$ cat config.mk
export PLATFORM = sky130hd
export DESIGN_NAME = reg_file_sb_flat
export DESIGN_NICKNAME = d
export VERILOG_FILES = /design/src/rtl/reg_file_pkg.sv /design/src/rtl/reg_file_sb_if.sv /design/src/rtl/reg_scoreboard.sv /design/src/rtl/reg_file_sb.sv /design/src/flat_wrapper.sv
export SDC_FILE = /design/constraint.sdc
export NUM_CORES = 2
export LEC_CHECK = 0
export ABC_CLOCK_PERIOD_IN_PS = 3790
export CELL_PAD_IN_SITES_DETAIL_PLACEMENT = 1
export CELL_PAD_IN_SITES_GLOBAL_PLACEMENT = 1
export CORE_MARGIN = 2
export CORE_UTILIZATION = 54
export DETAILED_ROUTE_END_ITERATION = 8
export PLACE_DENSITY_LB_ADDON = 0.1
export REMOVE_ABC_BUFFERS = 1
export SLEW_MARGIN = 5
export SYNTH_ARGS = -nofsm -noshare
export SYNTH_HDL_FRONTEND = slang
export SYNTH_SLANG_ARGS = --single-unit
$ cat constraint.sdc
create_clock -name clk -period 3.79 [get_ports clk]
set_clock_uncertainty 0.05 [all_clocks]
set_input_delay 0.758 -clock clk [delete_from_list [all_inputs] [get_ports clk]]
set_output_delay 0.758 -clock clk [all_outputs]
set_load 0.01 [all_outputs]
$ cat src/rtl/reg_file_pkg.sv
// reg_file_pkg: shared defaults, typedefs and constants for the register file slice
package reg_file_pkg;
  localparam int DEF_ADDR_WIDTH = 5;
  localparam int DEF_DATA_WIDTH = 32;
  typedef logic [DEF_ADDR_WIDTH-1:0] addr_t;
  typedef logic [DEF_DATA_WIDTH-1:0] data_t;
  localparam int REG_ZERO = 0;
endpackage

$ cat src/rtl/reg_file_sb_if.sv
// reg_file_sb_if: decode/writeback bus of the register file
// master: drives read addresses, issue and writeback; slave: returns data, hazard status, dbg_reg, sb_err
interface reg_file_sb_if import reg_file_pkg::*; #(
  parameter int ADDR_WIDTH = DEF_ADDR_WIDTH,
  parameter int DATA_WIDTH = DEF_DATA_WIDTH,
  parameter int NUM_RD = 2
);
  logic [NUM_RD*ADDR_WIDTH-1:0] rd_addr;
  logic [NUM_RD*DATA_WIDTH-1:0] rd_data;
  logic [NUM_RD-1:0] rd_busy;
  logic stall;
  logic iss_valid;
  logic [ADDR_WIDTH-1:0] iss_addr;
  logic wb_valid;
  logic [ADDR_WIDTH-1:0] wb_addr;
  logic [DATA_WIDTH-1:0] wb_data;
  logic [DATA_WIDTH-1:0] dbg_reg;
  logic sb_err;
  modport master (
    output rd_addr, iss_valid, iss_addr, wb_valid, wb_addr, wb_data,
    input rd_data, rd_busy, stall, dbg_reg, sb_err
  );
  modport slave (
    input rd_addr, iss_valid, iss_addr, wb_valid, wb_addr, wb_data,
    output rd_data, rd_busy, stall, dbg_reg, sb_err
  );
endinterface

$ cat src/rtl/reg_scoreboard.sv
// reg_scoreboard: per-register busy bits, issue/writeback priority, sticky protocol error, per-port busy lookup
// in: clk, rst_n, iss_valid/iss_addr, wb_valid/wb_addr, packed rd_addr; out: busy_rd per port, sb_err
module reg_scoreboard import reg_file_pkg::*; #(
  parameter int ADDR_WIDTH = DEF_ADDR_WIDTH,
  parameter int NUM_RD = 2
) (
  input  logic clk,
  input  logic rst_n,
  input  logic iss_valid,
  input  logic [ADDR_WIDTH-1:0] iss_addr,
  input  logic wb_valid,
  input  logic [ADDR_WIDTH-1:0] wb_addr,
  input  logic [NUM_RD*ADDR_WIDTH-1:0] rd_addr,
  output logic [NUM_RD-1:0] busy_rd,
  output logic sb_err
);
  logic [2**ADDR_WIDTH-1:0] busy;
  logic iss_en, wb_en, err_now;
  assign iss_en = iss_valid && iss_addr != ADDR_WIDTH'(REG_ZERO);
  assign wb_en = wb_valid && wb_addr != ADDR_WIDTH'(REG_ZERO);
  assign err_now = (iss_en && busy[iss_addr] && !(wb_en && wb_addr == iss_addr)) || (wb_en && !busy[wb_addr]);
  // set is applied after clear so a same-cycle new producer keeps the bit set
  always_ff @(posedge clk or negedge rst_n)
    if (!rst_n) begin
      busy <= '0;
      sb_err <= 1'b0;
    end else begin
      if (wb_en) busy[wb_addr] <= 1'b0;
      if (iss_en) busy[iss_addr] <= 1'b1;
      if (err_now) sb_err <= 1'b1;
    end
  for (genvar g = 0; g < NUM_RD; g++) begin : g_lk
    assign busy_rd[g] = busy[rd_addr[g*ADDR_WIDTH +: ADDR_WIDTH]];
  end
endmodule

$ cat src/rtl/reg_file_sb.sv
// reg_file_sb: multi-port register file with combinational reads, scoreboard and registered debug tap
// ports: clk, rst_n (async active-low), bus (reg_file_sb_if.slave); optional forwarding via REGFILE_BYPASS_EN
module reg_file_sb import reg_file_pkg::*; #(
  parameter int ADDR_WIDTH = DEF_ADDR_WIDTH,
  parameter int DATA_WIDTH = DEF_DATA_WIDTH,
  parameter int NUM_RD = 2,
  parameter int DBG_REG = 10
) (
  input logic clk,
  input logic rst_n,
  reg_file_sb_if.slave bus
);
  logic [DATA_WIDTH-1:0] mem [2**ADDR_WIDTH];
  logic [NUM_RD-1:0] sb_busy;
  logic wb_en;
  assign wb_en = bus.wb_valid && bus.wb_addr != ADDR_WIDTH'(REG_ZERO);
  reg_scoreboard #(.ADDR_WIDTH(ADDR_WIDTH), .NUM_RD(NUM_RD)) u_sb (
    .clk(clk), .rst_n(rst_n),
    .iss_valid(bus.iss_valid), .iss_addr(bus.iss_addr),
    .wb_valid(bus.wb_valid), .wb_addr(bus.wb_addr),
    .rd_addr(bus.rd_addr), .busy_rd(sb_busy), .sb_err(bus.sb_err)
  );
  always_ff @(posedge clk or negedge rst_n)
    if (!rst_n) begin
      for (int i = 0; i < 2**ADDR_WIDTH; i++) mem[i] <= '0;
      bus.dbg_reg <= '0;
    end else begin
      if (wb_en) mem[bus.wb_addr] <= bus.wb_data;
      bus.dbg_reg <= mem[DBG_REG];
    end
  for (genvar g = 0; g < NUM_RD; g++) begin : g_rd
    logic [ADDR_WIDTH-1:0] a;
    assign a = bus.rd_addr[g*ADDR_WIDTH +: ADDR_WIDTH];
`ifdef REGFILE_BYPASS_EN
    logic hit;
    assign hit = wb_en && bus.wb_addr == a;
    assign bus.rd_data[g*DATA_WIDTH +: DATA_WIDTH] = hit ? bus.wb_data : mem[a];
    // a same-cycle reissue to the forwarded register keeps the port busy
    assign bus.rd_busy[g] = sb_busy[g] && !(hit && !(bus.iss_valid && bus.iss_addr == a));
`else
    assign bus.rd_data[g*DATA_WIDTH +: DATA_WIDTH] = mem[a];
    assign bus.rd_busy[g] = sb_busy[g];
`endif
  end
  assign bus.stall = |bus.rd_busy;
endmodule

$ cat src/flat_wrapper.sv
// flat-port wrapper written by rule: the top's interface ports become plain ports
module reg_file_sb_flat import reg_file_pkg::*;
#(
  parameter int ADDR_WIDTH = DEF_ADDR_WIDTH,
  parameter int DATA_WIDTH = DEF_DATA_WIDTH,
  parameter int NUM_RD = 2,
  parameter int DBG_REG = 10
)
  (clk, rst_n, bus_rd_addr, bus_iss_valid, bus_iss_addr, bus_wb_valid, bus_wb_addr, bus_wb_data, bus_rd_data, bus_rd_busy, bus_stall, bus_dbg_reg, bus_sb_err);
  reg_file_sb_if #(.ADDR_WIDTH(ADDR_WIDTH), .DATA_WIDTH(DATA_WIDTH), .NUM_RD(NUM_RD)) bus_i ();
  input logic clk;
  input logic rst_n;
  input wire logic [$bits(bus_i.rd_addr)-1:0] bus_rd_addr;
  input wire logic [$bits(bus_i.iss_valid)-1:0] bus_iss_valid;
  input wire logic [$bits(bus_i.iss_addr)-1:0] bus_iss_addr;
  input wire logic [$bits(bus_i.wb_valid)-1:0] bus_wb_valid;
  input wire logic [$bits(bus_i.wb_addr)-1:0] bus_wb_addr;
  input wire logic [$bits(bus_i.wb_data)-1:0] bus_wb_data;
  output wire logic [$bits(bus_i.rd_data)-1:0] bus_rd_data;
  output wire logic [$bits(bus_i.rd_busy)-1:0] bus_rd_busy;
  output wire logic [$bits(bus_i.stall)-1:0] bus_stall;
  output wire logic [$bits(bus_i.dbg_reg)-1:0] bus_dbg_reg;
  output wire logic [$bits(bus_i.sb_err)-1:0] bus_sb_err;
  assign bus_i.rd_addr = bus_rd_addr;
  assign bus_i.iss_valid = bus_iss_valid;
  assign bus_i.iss_addr = bus_iss_addr;
  assign bus_i.wb_valid = bus_wb_valid;
  assign bus_i.wb_addr = bus_wb_addr;
  assign bus_i.wb_data = bus_wb_data;
  assign bus_rd_data = bus_i.rd_data;
  assign bus_rd_busy = bus_i.rd_busy;
  assign bus_stall = bus_i.stall;
  assign bus_dbg_reg = bus_i.dbg_reg;
  assign bus_sb_err = bus_i.sb_err;
  reg_file_sb #(.ADDR_WIDTH(ADDR_WIDTH), .DATA_WIDTH(DATA_WIDTH), .NUM_RD(NUM_RD), .DBG_REG(DBG_REG)) u_core (.clk(clk), .rst_n(rst_n), .bus(bus_i));
endmodule
==> impl_metrics.toml <==
[timing]
fmax_ghz = 0.264
finalSetupTns_ns = 0
setup_viol = 0
post-route-min-period_ns = 3.79
hold_viol_final = 0
hold-worst-slack_ns = 0.0139
tightest_slew_ns = 1.17
rsz0062_at_grt = "true"
slew_headroom = 0.216
drv_slew = 0
fin_crit_sh = 0.999

[clock_network]
htreeDepth = 3
cts-root-buf = "clkbuf_16"
clk_pin_slew_worst_paths_ns = 0.06
clock_latency_ns = 0.72
cts_hold_buf = 0
cts.sinks = 1089
cts_buffers = 118
ctsLongestPathBuffers = 3
tritoncts = "built"

[setup_path]
crit_chain = "buf_16 > buf_16 > buf_12 > buf_4 > mux4_2 > mux4_2 > mux2_2 > dlygate4sd2_1"
timing.rr.start = "u_core.u_sb.busy[22]"
critPathTopFamily = "multiplexers"
cp-start-kind = "primary input"
slowest_delay_ns = 0.52
crit_type = "in -> out"
worst_setup_path_end_kind = "primary output"
cp_slowest_cell = "mux4_2"
startpoint = "bus_rd_addr[0]"
critPathArrivalTime_ns = 2.98
crit_required_ns = 2.98
ff2ff_path_depth = 5
r2r-end = "u_core.u_sb.sb_err"
ff2ff_setup_slack_ns = 1.82
path_buf_inv = 5
cp_max_fo = 9

[grt]
grt_antenna_before_repair = 2
overflow = 0
first_global_vias = 39500
grt_start_max_net_pins = 110
grt_first_pass_wirelength_um = 275000
track_usage = 0.348

[routing]
drt-initial-drc-count = 3145
drc = 0
drt-wirelength-per-cell_um = 36.1
vias = 35700
wl_um = 184000
drt_pass1_iterations = 7
ant_nets = 0
vias_per_cell = 6.99

[floorplan]
io_pins = 156
fp.dieH_um = 329
die_w_um = 329
die-area_sq_um = 108000
start_util = 0.543
coreArea_sq_um = 105000
placementRows = 119

[cells_and_area]
syn_to_final_growth_pct = 18.7
final_layout_size_suffix_gt1_frac = 0.632
diodes = 0
fill_cells = 8865
final_net_count = 3670
largest_reg_flops = 1024
finalNonFillerCells = 5109

[power]
clockPowerShare = 0.337
intPower_mw = 26.0
p_sw_mw = 9.87
peakVddDrop_v = 0.000401
pwr-share-seq = 0.439
p_sw_frac = 0.275
combPwrFrac = 0.224
power.density_nw_per_um2 = 529
p_leak_nw = 29.2

[synthesis]
yosysWarnings = 0
ys_types = 47
ys_ff_latch = 1089
ys_seq_area_frac = 0.478
synth_area_sq_um = 57100
syn_area_per_cell_sq_um = 16.9
syn_inst = 3385

[placement]
post-dp-hpwl_um = 107000
io_buffers = 155
place_inst = 4812
routabilityCongestion = 0.901

[run]
cap_violations = 0

[outcome]
status = "finished clean"

[worst_hold_path]
timing.hold.worst.class = "in -> async"
how the worst max path moves through the flow:
stage / endpoint / slack [ns] / depth (start not counted)
2_1_floorplan: u_core.mem[100] / -0.07 / 3
3_3_place_gp: bus_rd_data[30] / -0.24 / 7
3_5_place_dp: bus_rd_data[9] / -0.27 / 7
4_1_cts: bus_rd_data[4] / -0.16 / 7
5_1_grt: bus_rd_data[0] / -0.02 / 8
6_report: bus_rd_data[7] / 0.003 / 8
layer usage:
metal,vias to the layer above,track usage,routed length [um]
met5,-,0,7
met4,2,0.127,7020
met3,421,0.0665,12600
met2,1605,0.559,90600
met1,19900,0.478,73900
li1,13800,-,-
cells in the mapped netlist (all sizes together):
master | n | share of area
nor3 | 6 | 0.00070
o32ai | 2 | 0.00031
nand2b | 8 | 0.00088
a21boi | 1 | 0.00013
a221o | 1 | 0.00018
a22o | 7 | 0.0011
or2 | 4 | 0.00044
a32o | 2 | 0.00035
a2111oi | 1 | 0.00015
mux4 | 675 | 0.27
o21ai | 22 | 0.0019
a32oi | 1 | 0.00015
o41ai | 1 | 0.00015
dfrtp | 1089 | 0.48
a311o | 1 | 0.00018
mux2 | 1058 | 0.21
nand4b | 2 | 0.00031
o22ai | 4 | 0.00044
a31oi | 1 | 0.00011
nand3b | 3 | 0.00039
nor2b | 5 | 0.00055
and3 | 1 | 0.00011
or3 | 2 | 0.00022
clkbuf | 234 | 0.015
nand2 | 28 | 0.0018
inv | 10 | 0.00066
buf | 164 | 0.015
xor2 | 3 | 0.00046
xnor2 | 1 | 0.00015
mux2i | 3 | 0.00053
nand4 | 4 | 0.00044
a211o | 1 | 0.00015
nand3 | 9 | 0.00079
a211oi | 1 | 0.00013
nor2 | 24 | 0.0016
nor4 | 2 | 0.00033
o31ai | 4 | 0.00053
cell usage in the layout (no fill, tap or decap), types with 22 or more instances in the layout:
master and count:
clkinv_2 31, dfrtp_1 1089, clkbuf_1 25, clkdlybuf4s50_1 77, o21ai_0 22, buf_16 32
buf_12 117, mux4_2 671, dlygate4sd2_1 30, mux2_2 1042, buf_4 179, buf_6 22
clkbuf_16 122
power by group through the flow:
stage	combinational (mW)	sequential, mW	clock, mW
after global routing	8.49	16.0	12.7
after detailed placement	7.83	15.8	0
after floorplan	5.06	15.1	0
after global placement	7.52	15.4	0
after CTS	8.02	15.6	12.2
final	8.03	15.7	12.1
stage by stage:
step	total power [mW]	area, sq um	utilization	worst slack (ns)
6_report	35.8	67800	0.645	0.00341
5_1_grt	37.2	67800	0.645	-0.0187
4_1_cts	35.9	67600	0.643	-0.158
3_5_place_dp	23.6	62300	0.592	-0.271
3_3_place_gp	23.0	62300	0.592	-0.242
2_1_floorplan	20.1	55300	-	-0.0722
what timing repair did:
action,4_1_cts,5_1_grt
gates cloned,18,2
endpoints found under the setup margin,67,31
resized for setup,209,33
buffers inserted,44,15
final cells by class:
type                       instances  area, sq um  area share
multi-input combinational       1888        28200       0.417
sequential                      1089        27300       0.402
tap                             1391         1740      0.0257
clock inverter                    62          742      0.0110
clock buffer                     162         3330      0.0492
inverter                          10         37.5    0.000554
timing repair buffer             507         6420      0.0947
kinds of logic (layout without fill, tap and decap cells):
group,after synthesis,after routing,synth area share
AO/OA/AOI/OAI,50,50,0.00596
AND/OR/NAND/NOR,98,98,0.00857
XOR/XNOR,4,4,0.000614
flip-flops,1089,1089,0.478
multiplexers,1736,1736,0.476
buffers and inverters,408,741,0.0312
(Power assumes the default switching activity.)
